File: src/rtl/vhls_double4.sv
// Streaming doubling kernel: pops COUNT words from the input FIFO, doubles each
// (x2 truncated to WIDTH) and pushes the results to the output FIFO in order.
// A sticky valid flag reports completion until the next reset.
module vhls_double4 #(
  parameter int unsigned WIDTH = 16,
  parameter int unsigned COUNT = 4
) (
  input  logic             clk,
  input  logic             rst,
  input  logic [WIDTH-1:0] arg_0_out_data,
  input  logic             arg_0_read_ready,
  output logic             arg_0_read_valid,
  input  logic             arg_0_write_ready,
  output logic             arg_0_rst,
  output logic [WIDTH-1:0] arg_1_in_data,
  output logic             arg_1_write_valid,
  input  logic             arg_1_write_ready,
  input  logic [WIDTH-1:0] arg_1_out_data,
  input  logic             arg_1_read_ready,
  output logic             arg_1_rst,
  output logic             valid
);

  localparam int unsigned CntW = $clog2(COUNT + 1);
  localparam logic [CntW-1:0] CntMax = CntW'(COUNT);
  localparam logic [CntW-1:0] CntOne = CntW'(1);

  typedef enum logic [1:0] {
    StReadReq,
    StReadCapture,
    StWrite,
    StDone
  } state_e;

  state_e            state_q, state_d;
  logic [CntW-1:0]   cnt_q, cnt_d;
  logic [WIDTH-1:0]  data_q, data_d;
  logic              valid_q, valid_d;

  // Inputs the kernel never looks at; the doubled word drops the input MSB.
  logic unused_inputs;
  assign unused_inputs = ^{arg_0_write_ready, arg_1_out_data, arg_1_read_ready,
                           arg_0_out_data[WIDTH-1]};

  // State register with asynchronous active-low reset.
  always_ff @(posedge clk or negedge rst) begin
    if (!rst) begin
      state_q <= StReadReq;
      cnt_q   <= '0;
      data_q  <= '0;
      valid_q <= 1'b0;
    end else begin
      state_q <= state_d;
      cnt_q   <= cnt_d;
      data_q  <= data_d;
      valid_q <= valid_d;
    end
  end

  // Next-state and FIFO handshake decode.
  always_comb begin
    state_d           = state_q;
    cnt_d             = cnt_q;
    data_d            = data_q;
    valid_d           = valid_q;
    arg_0_read_valid  = 1'b0;
    arg_1_write_valid = 1'b0;
    case (state_q)
      StReadReq: begin
        if (cnt_q == CntMax) begin
          state_d = StDone;
        end else begin
          // Gated by rst so no pop escapes while the kernel is held in reset.
          arg_0_read_valid = arg_0_read_ready & rst;
          if (arg_0_read_ready) begin
            state_d = StReadCapture;
          end
        end
      end
      StReadCapture: begin
        // Popped word is on out_data the cycle after the pop edge.
        data_d  = {arg_0_out_data[WIDTH-2:0], 1'b0};
        state_d = StWrite;
      end
      StWrite: begin
        arg_1_write_valid = 1'b1;
        if (arg_1_write_ready) begin
          cnt_d   = cnt_q + CntOne;
          state_d = StReadReq;
          if (cnt_q == CntMax - CntOne) begin
            valid_d = 1'b1;
          end
        end
      end
      StDone: begin
        valid_d = 1'b1;
      end
      default: begin
        state_d = StReadReq;
      end
    endcase
  end

  assign arg_1_in_data = data_q;
  assign arg_0_rst     = 1'b0;
  assign arg_1_rst     = 1'b0;
  assign valid         = valid_q;

endmodule

File: config.mk
export PLATFORM = sky130hd
export DESIGN_NAME = vhls_double4
export DESIGN_NICKNAME = d
export VERILOG_FILES = /design/src/rtl/vhls_double4.sv
export SDC_FILE = /design/constraint.sdc
export NUM_CORES = 1
export LEC_CHECK = 0
export ABC_AREA = 1
export CAP_MARGIN = 30
export CELL_PAD_IN_SITES_DETAIL_PLACEMENT = 1
export CELL_PAD_IN_SITES_GLOBAL_PLACEMENT = 1
export CORE_ASPECT_RATIO = 0.75
export CORE_MARGIN = 5
export CORE_UTILIZATION = 30
export CTS_CLUSTER_DIAMETER = 50
export DETAILED_ROUTE_END_ITERATION = 12
export PLACE_DENSITY = 0.89
export SYNTH_ARGS = -nofsm -noshare
export SYNTH_HDL_FRONTEND = slang
export SYNTH_SLANG_ARGS = --single-unit
File: constraint.sdc
create_clock -name clk -period 2 [get_ports clk]
set_clock_uncertainty 0.05 [all_clocks]
set_input_delay 0.2 -clock clk [delete_from_list [all_inputs] [get_ports clk]]
set_output_delay 0.2 -clock clk [all_outputs]
set_load 0.1 [all_outputs]
==> impl_results.md, run 1 <==
- Clk_lat worst skew: 0.25 ns
- Setup TNS: 0 ns
- First drt pass iteration count: 4
- Multi-input gate area: 427 µm²
- # IOs: 59
- Main combinational cell family by area after synthesis: multiplexers
- Commonest cells in the synthesized netlist: 21 x dfrtp_1, 11 x nand2_1, 9 x inv_1, 9 x mux2_4, 8 x ha_1
- Maxcap violations: 0
- # DRC: 0
- Mux cell area share after synthesis: 19.7%
- CP delay by family, top: flip-flops
- Detail Route Antenna Nets: 0
- Final hold violations: 0
- R2R Setup Slk: 0.45 ns
- Register area: 526 µm²
- Via count: 724
- Initial Utilization: 31.3%
- Clock root buffer: clkbuf_8
- Yosys cell types: 15
- CTS Sinks: 21
- CP bufs+invs: 2
- Ys async rst share: 100%
- PortBufs: 36
- Part of the cycle the worst path needs: 83.7%
- Synth Register Bits: 21
- Synth area leaders: dfrtp_1 51%, mux2_4 13%, ha_1 9.7%, mux2_2 6.6%, nand2_1 4.0%
- WHS: 0.292 ns
- Yosys top cell area share: 51.1%
- Layout area overhead: 40.4%
- RD Place Congestion: 0.767
- Min Tclk post-route: 1.67 ns
- Full die area: 4710 µm²
- GRT Overall Usage: 10.2%
- Vias in the first global route: 791
- CTS max path bufs: 2
- Fmax: 597 MHz
- Post-synthesis cell area: 1030 µm²
- Compound-Gate Fraction of Synth Area: 2.43%
- Post-cts repair resize count: 0
- H-tree depth: 1
- Clk slew on worst S/H paths: 0.07 ns
- GR Overflow Total: 0
- CP Cell Sequence: inv_1 -> ha_1 -> nand3_1 -> a21oi_2 -> buf_12
- Largest net degree at the start of global routing: 22
- Num CTS Buffers: 3
- Synth area leader: dfrtp_1
- Primary FF master, synth: dfrtp_1
- Adder-Cell Fraction of Synth Area: 9.73%
- Crit Path Category: reg -> out
- Final WL: 2220 µm
- Simple-gate portion of the synthesized area: 7.30%
- Die Y: 60.7 µm
- Fillcell total: 352
- Drt initial violations: 13
- Layout cell share with drive strength beyond 1: 32.5%
- Crit path arrival time: 1.42 ns
- Initial antenna violation count: 0
- Mean Syn Cell Area: 12.4 µm²
- Number of vias per cell: 4.44
- Outcome: complete, no violations
- CP startpoint kind: flip-flop
- Chip width: 77.6 µm
- Yosys Warn Count: 0
- Finish-stage setup viols: 0
- Count leader, synth: dfrtp_1
- Post-Synth XOR/XNOR Area: 0.852%
- Post-CTS setup buffers: 0
- Antenna diodes: 0
- RSZ-0062 raised after global routing: false
- Syn Inst Count: 83
- CP required: 1.75 ns
- Max Slew Vio Count: 0
- Critical Path Max Stage Delay: 0.44 ns
- CTS tree: yes
- Min-Delay Path Class: in -> async
- Crit end category: output port
- CORE AREA: 3290 µm²
- EDFF count, synth: 0
- Fin nets: 170
- DP HPWL: 1820 µm
- Post-DR wirelength/cell: 13.6 µm
- Seq/Total Area, Yosys: 51.1%
- Slowest cell on the critical path: dfrtp_1
- Placement Rows: 18
- Hold bufs inserted after CTS: 0
- Crit Path Max Fanout: 5
- First-pass GRT wire length: 3720 µm
==> worst paths after layout <==
path                                         from                           end  cells after the start
max                        state_q[0]$_DFFE_PN0P_              arg_0_read_valid                      5
min                                           rst          cnt_q[1]$_DFFE_PN0P_                      2
max reg2reg                state_q[1]$_DFFE_PN0P_  arg_1_in_data[7]$_DFFE_PN0P_                      4
min reg2reg                     valid$_DFFE_PN0P_             valid$_DFFE_PN0P_                      2
max in group asynchronous                     rst  arg_1_in_data[4]$_DFFE_PN0P_                      2
min in group clk                valid$_DFFE_PN0P_             valid$_DFFE_PN0P_                      2
==> cell type report <==
cell class	count	share of cell area (%)
clock buffers	4	3.12
inverters	9	2.34
multi-input cells	50	29.5
flip-flops and latches	21	36.4
well taps	40	3.47
repair buffers	39	25.1
==> cell families (layout without fill, tap and decap cells) <==
| logic type | Yosys count | after routing |
|---|---|---|
| muxes | 15 | 15 |
| other | 1 | 3 |
| buffers and inverters | 14 | 52 |
| AOI/OAI and AO/OA | 5 | 5 |
| DFF | 21 | 21 |
| xor gates and xnor gates | 1 | 1 |
| adders and majority gates | 8 | 8 |
| and+or+nand+nor | 18 | 18 |
==> layout by cell type (no fill, tap or decap) <==
cell / netlist / routed
dfrtp_1: 21 / 21
buf_4: 3 / 19
clkdlybuf4s50_1: 0 / 18
nand2_1: 11 / 11
inv_1: 9 / 9
mux2_4: 9 / 9
ha_1: 8 / 8
nand3_1: 6 / 6
mux2_2: 6 / 6
a21oi_1: 4 / 3
conb_1: 1 / 3
clkbuf_8: 0 / 3
buf_12: 1 / 2
a21oi_2: 0 / 1
xor2_1: 1 / 1
o21ai_0: 1 / 1
nor2_1: 1 / 1
clkbuf_1: 0 / 1
==> registers in the layout, summed over array words and instances, names as in the netlist <==
register       flops
arg_1_in_data     15
cnt_q              3
state_q            2
valid              1
==> metrics by stage <==
step	area, µm²	std cells	worst slack, ns	utilization, %
after floorplan	1040	85	0.0174	-
after global placement	1400	159	0.475	42.5
after detailed placement	1400	159	0.437	42.5
after CTS	1440	163	0.302	43.9
after global routing	1440	163	0.221	43.9
final	1440	163	0.325	43.9
==> metal layers <==
metal  GRT usage, %  share of wire, %  vias up
met5              0                 0        -
li1               -                 -      343
met4          0.735              0.18        0
met3           5.04               9.3        2
met1           12.4                40      349
met2           17.5                50       30
Power of run 1 is not shown: default switching activity piles up to over one toggle a cycle in this logic, so the estimate is an artifact.
==> run 2, diff against run 1 <==
CORE_UTILIZATION = 28   (was 30)
PLACE_DENSITY = 0.85   (was 0.89)
clock period = 1.6 ns   (was 2 ns; I/O delays follow)
==> impl_results.md, run 2 (synthesized netlist as in run 1, its figures left out) <==
- Fin nets: 173 (+1.8%)
- Clk_lat worst skew: 0.25 ns (about the same)
- Number of vias per cell: 3.99 (-10%)
- Chip width: 80.0 µm (+3.1%)
- Initial antenna violation count: 0 (unchanged)
- Clock root buffer: clkbuf_8
- Launch point of the worst path: state_q[0]$_DFFE_PN0P_
- RSZ-0062 raised after global routing: false
- Multi-input gate area: 472 µm² (+11%)
- Post-DR wirelength/cell: 12.1 µm (-11%)
- R2R Path Start: state_q[0]$_DFFE_PN0P_
- Crit path arrival time: 1.31 ns (-0.11 ns)
- Finish-stage setup viols: 0 (unchanged)
- Outcome: complete, no violations
- Drt initial violations: 8 (-5)
- CP bufs+invs: 2 (unchanged)
- CTS Sinks: 21 (unchanged)
- CORE AREA: 3610 µm² (+9.9%)
- CP endpoint: arg_0_read_valid
- Min-Delay Path Class: in -> async
- Final hold violations: 0 (unchanged)
- First drt pass iteration count: 3 (-1)
- Max reg flops: 15 (unchanged)
- H-tree depth: 1 (unchanged)
- Critical Path Max Stage Delay: 0.40 ns (-0.04 ns)
- Slowest cell on the critical path: dfrtp_1
- Final WL: 2160 µm (-2.4%)
- First-pass GRT wire length: 3620 µm (-2.6%)
- End of the worst register-to-register path: arg_1_in_data[6]$_DFFE_PN0P_
- Antenna diodes: 0 (unchanged)
- Via count: 711 (-1.8%)
- Largest net degree at the start of global routing: 22 (unchanged)
- Num CTS Buffers: 3 (unchanged)
- Clk slew on worst S/H paths: 0.07 ns (about the same)
- Hold bufs inserted after CTS: 0 (unchanged)
- CP delay by family, top: flip-flops
- Most common cell after layout, fill and taps aside: dfrtp_1
- Fillcell total: 373 (+6.0%)
- Crit Path Max Fanout: 2 (-3)
- Layout area overhead: 68.0%
- # DRC: 0 (unchanged)
- CTS tree: yes
- Worst reg-to-reg path cell count: 4 (unchanged)
- Critical Path Stages: 5 (unchanged)
- Die Y: 62.5 µm (+2.9%)
- Initial Utilization: 28.5% (-2.8 points)
- Maxcap violations: 0 (unchanged)
- Max Slew Vio Count: 0 (unchanged)
- Detail Route Antenna Nets: 0 (unchanged)
- Full die area: 5000 µm² (+6.1%)
- Register area: 527 µm² (+0.24%)
- PortBufs: 36 (unchanged)
- CTS max path bufs: 2 (unchanged)
- CP startpoint kind: flip-flop
- Fmax: 660 MHz
- Setup TNS: 0 ns (unchanged)
- Crit Path Category: reg -> out
- Min Tclk post-route: 1.52 ns
- CP Cell Sequence: inv_2 -> ha_4 -> nand3_4 -> a21oi_4 -> buf_12
- Setup slack at placement: 0.133 ns (-0.303 ns)
- Most frequent cells in the layout: 20 x dfrtp_1, 18 x clkdlybuf4s50_1, 18 x buf_12, 11 x nand2_1, 9 x mux2_4
- R2R Setup Slk: 0.18 ns (-0.27 ns)
- GR Overflow Total: 0 (unchanged)
- GRT Overall Usage: 9.14% (-1.1 points)
- CP required: 1.39 ns (-0.36 ns)
- DP HPWL: 1830 µm (+0.17%)
- Fin worst setup slack: 0.0838 ns (-0.241 ns)
- WHS: 0.302 ns (+0.00934 ns)
- Fin cells: 178 (+9.2%)
- Placed cells: 171 (+7.5%)
- Placement Rows: 19 (+1)
- Vias in the first global route: 804 (+1.6%)
- Part of the cycle the worst path needs: 94.8%
- Crit end category: output port
- RD Place Congestion: 0.658 (-14%)
- Layout cell share with drive strength beyond 1: 38.9% (+6.4 points)
- # IOs: 59 (unchanged)
run 2: cell types whose count changed in the layout (fill, tap and decap cells not counted), moves of 2 or more:
| cell | change |
|---|---|
| inv_1 | -2 |
| inv_2 | +2 |
| ha_1 | -2 |
| buf_12 | +16 |
| ha_4 | +2 |
| buf_4 | -13 |
run 2: layout make-up:
| cell class | count | area share, % |
|---|---|---|
| Timing Repair Buffer | 42 | 33.9 |
| Sequential cell | 21 | 30.5 |
| Multi-Input combinational cell | 50 | 27.3 |
| Tap cell | 52 | 3.77 |
| Clock buffer | 4 | 2.61 |
| Inverter | 9 | 1.96 |
run 2: worst min-delay path by stage:
stage | startpoint | end | cells past startpoint
floorplan | rst | arg_1_in_data[10]$_DFFE_PN0P_ | 0
global placement | valid$_DFFE_PN0P_ | valid$_DFFE_PN0P_ | 2
detailed placement | valid$_DFFE_PN0P_ | valid$_DFFE_PN0P_ | 2
CTS | rst | arg_1_in_data[10]$_DFFE_PN0P_ | 2
global route | rst | arg_1_in_data[10]$_DFFE_PN0P_ | 2
finish | rst | arg_1_in_data[10]$_DFFE_PN0P_ | 2
run 2: timing repair:
action / in CTS / in global routing
gates resized for setup: 5 / 2
buffers inserted: 3 / 0
pin swaps: 0 / 0
setup endpoints to repair: 1 / 1
run 2: metrics by stage:
step,utilization [%],instance area [µm²]
floorplan,-,1060
global placement,45.2,1630
detailed placement,45.2,1630
CTS,47.3,1710
global route,47.8,1730
finish,47.8,1730
run 2: routing by layer:
metal,GRT usage [%],part of all wire (%),vias up
met2,15.5,50,24
met4,0.633,0,0
met1,10.7,42,338
met5,0,0,-
met3,4.76,8.5,0
li1,-,-,349
Power of run 2 is left out for the same reason.
==> run 3, diff against run 2 <==
CORE_UTILIZATION = 30   (was 28)
DONT_BUFFER_PORTS = 1   (was unset)
PLACE_DENSITY = 0.6   (was 0.85)
==> impl_results.md, run 3 (synthesized netlist as in run 1, its figures left out) <==
- Most common cell after layout, fill and taps aside: buf_4
- Finish-stage setup viols: 0 (unchanged)
- Fin nets: 168 (-2.9%)
- Fmax: 657 MHz (-0.45%)
- Part of the cycle the worst path needs: 95.2% (+0.42 points)
- Initial Utilization: 31.3% (+2.8 points)
- Crit Path Category: reg -> out
- Vias in the first global route: 833 (+3.6%)
- Min-Delay Path Class: in -> reg
- Antenna diodes: 0 (unchanged)
- Detail Route Antenna Nets: 0 (unchanged)
- H-tree depth: 1 (unchanged)
- Outcome: complete, no violations
- RSZ-0062 raised after global routing: false
- Layout cell share with drive strength beyond 1: 40.5% (+1.6 points)
- GR Overflow Total: 0 (unchanged)
- # IOs: 59 (unchanged)
- Die Y: 60.7 µm (-2.8%)
- DP HPWL: 1650 µm (-9.8%)
- CP startpoint kind: flip-flop
- CTS Sinks: 21 (unchanged)
- Number of vias per cell: 4.51 (+13%)
- Final hold violations: 0 (unchanged)
- CP required: 1.39 ns (about the same)
- Placement Rows: 18 (-1)
- First drt pass iteration count: 2 (-1)
- Clk slew on worst S/H paths: 0.07 ns (about the same)
- Final WL: 2350 µm (+8.9%)
- GRT Overall Usage: 10.7% (+1.5 points)
- Fin cells: 161 (-9.6%)
- Largest net degree at the start of global routing: 22 (unchanged)
- M1 GR Usage: 11.7% (+0.97 points)
- First-pass GRT wire length: 3910 µm (+7.8%)
- CTS max path bufs: 2 (unchanged)
- Min Tclk post-route: 1.52 ns (+0.00679 ns)
- Clock root buffer: clkbuf_8
- Layout area overhead: 42.8%
- Post-DR wirelength/cell: 14.6 µm (+20%)
- Slowest cell on the critical path: dfrtp_2
- CORE AREA: 3290 µm² (-9.0%)
- PortBufs: 0 (-100%)
- Max reg flops: 15 (unchanged)
- Crit Path Max Fanout: 5 (+3)
- Most frequent cells in the layout: 20 x buf_4, 19 x dfrtp_1, 14 x dlygate4sd3_1, 11 x nand2_1, 9 x mux2_4
- # DRC: 0 (unchanged)
- Global-route met2 utilization: 20.5% (+5.0 points)
- Setup TNS: 0 ns (unchanged)
- Num CTS Buffers: 3 (unchanged)
- Critical Path Max Stage Delay: 0.43 ns (+0.03 ns)
- CTS tree: yes
- Maxcap violations: 0 (unchanged)
- CP Cell Sequence: inv_4 -> buf_4 -> ha_4 -> buf_4
- Fillcell total: 351 (-5.9%)
- Chip width: 77.6 µm (-3.0%)
- Via count: 726 (+2.1%)
- Drt initial violations: 4 (-4)
- Max Slew Vio Count: 0 (unchanged)
- CP most frequent cell: buf_4
- Global-route met3 utilization: 4.45% (-0.30 points)
- Crit path arrival time: 1.31 ns (about the same)
- Crit end category: output port
- Placed cells: 139 (-19%)
- Initial antenna violation count: 0 (unchanged)
- Clk_lat worst skew: 0.25 ns (about the same)
- Full die area: 4710 µm² (-5.7%)
- RD Place Congestion: 0.606 (-7.9%)
- GRT busiest layer: met2
## run 3: changes by cell type in the layout (fill, tap and decap cells not counted), sizes merged
cell	previous run	this run
buf	24	23
clkdlybuf4s50	18	0
dlygate4sd3	0	14
## run 3: final cells by class
| cell class | instances | area (µm²) | share of cell area (%) |
|---|---|---|---|
| Inverter | 9 | 36.3 | 2.47 |
| Multi-Input combinational cell | 50 | 464 | 31.6 |
| Sequential cell | 21 | 528 | 35.9 |
| Tap cell | 40 | 50.0 | 3.41 |
| Timing Repair Buffer | 37 | 345 | 23.5 |
| Clock buffer | 4 | 45.0 | 3.07 |
## run 3: worst max-delay path: cells and delay by family (launching register included)
| family | cells | cell delay (ns) |
|---|---|---|
| buffers and inverters | 3 | 0.47 |
| DFF | 1 | 0.43 |
| adders and majority gates | 1 | 0.15 |
## run 3: per-stage QoR
step	hold slack [ns]	utilization [%]	area [µm²]	setup slack [ns]
2_1_floorplan	-0.186	-	1060	0.0330
3_3_place_gp	-0.185	37.2	1220	0.180
3_5_place_dp	-0.185	37.2	1220	0.137
4_1_cts	0.000619	43.3	1420	0.0237
5_1_grt	0.00274	44.7	1470	0.00664
6_report	0.0128	44.7	1470	0.0770
## run 3: final timing paths
path	slack (ns)	endpoint	start	depth (start not counted)
max	0.08	arg_1_write_valid	state_q[0]$_DFFE_PN0P_	4
min	0.01	arg_1_in_data[1]$_DFFE_PN0P_	arg_0_out_data[0]	1
max reg2reg	0.16	arg_1_in_data[3]$_DFFE_PN0P_	state_q[0]$_DFFE_PN0P_	4
min reg2reg	0.46	arg_1_in_data[13]$_DFFE_PN0P_	arg_1_in_data[13]$_DFFE_PN0P_	1
max in group asynchronous	0.78	state_q[0]$_DFFE_PN0P_	rst	2
min in group asynchronous	0.25	arg_1_in_data[13]$_DFFE_PN0P_	rst	1
## run 3: what timing repair did
item | in CTS | in global routing
gates resized for setup | 6 | 2
endpoints found under the hold margin | 32 | 2
buffers inserted | 2 | 1
hold buffers | 12 | 2
gates cloned | 0 | 0
endpoints found under the setup margin | 1 | 1
## run 3: routing by layer
metal,vias up,part of all wire [%]
met5,-,0
met4,0,0
met3,0,8.6
met2,29,51
met1,359,41
li1,338,-
Power of run 3 is left out for the same reason.
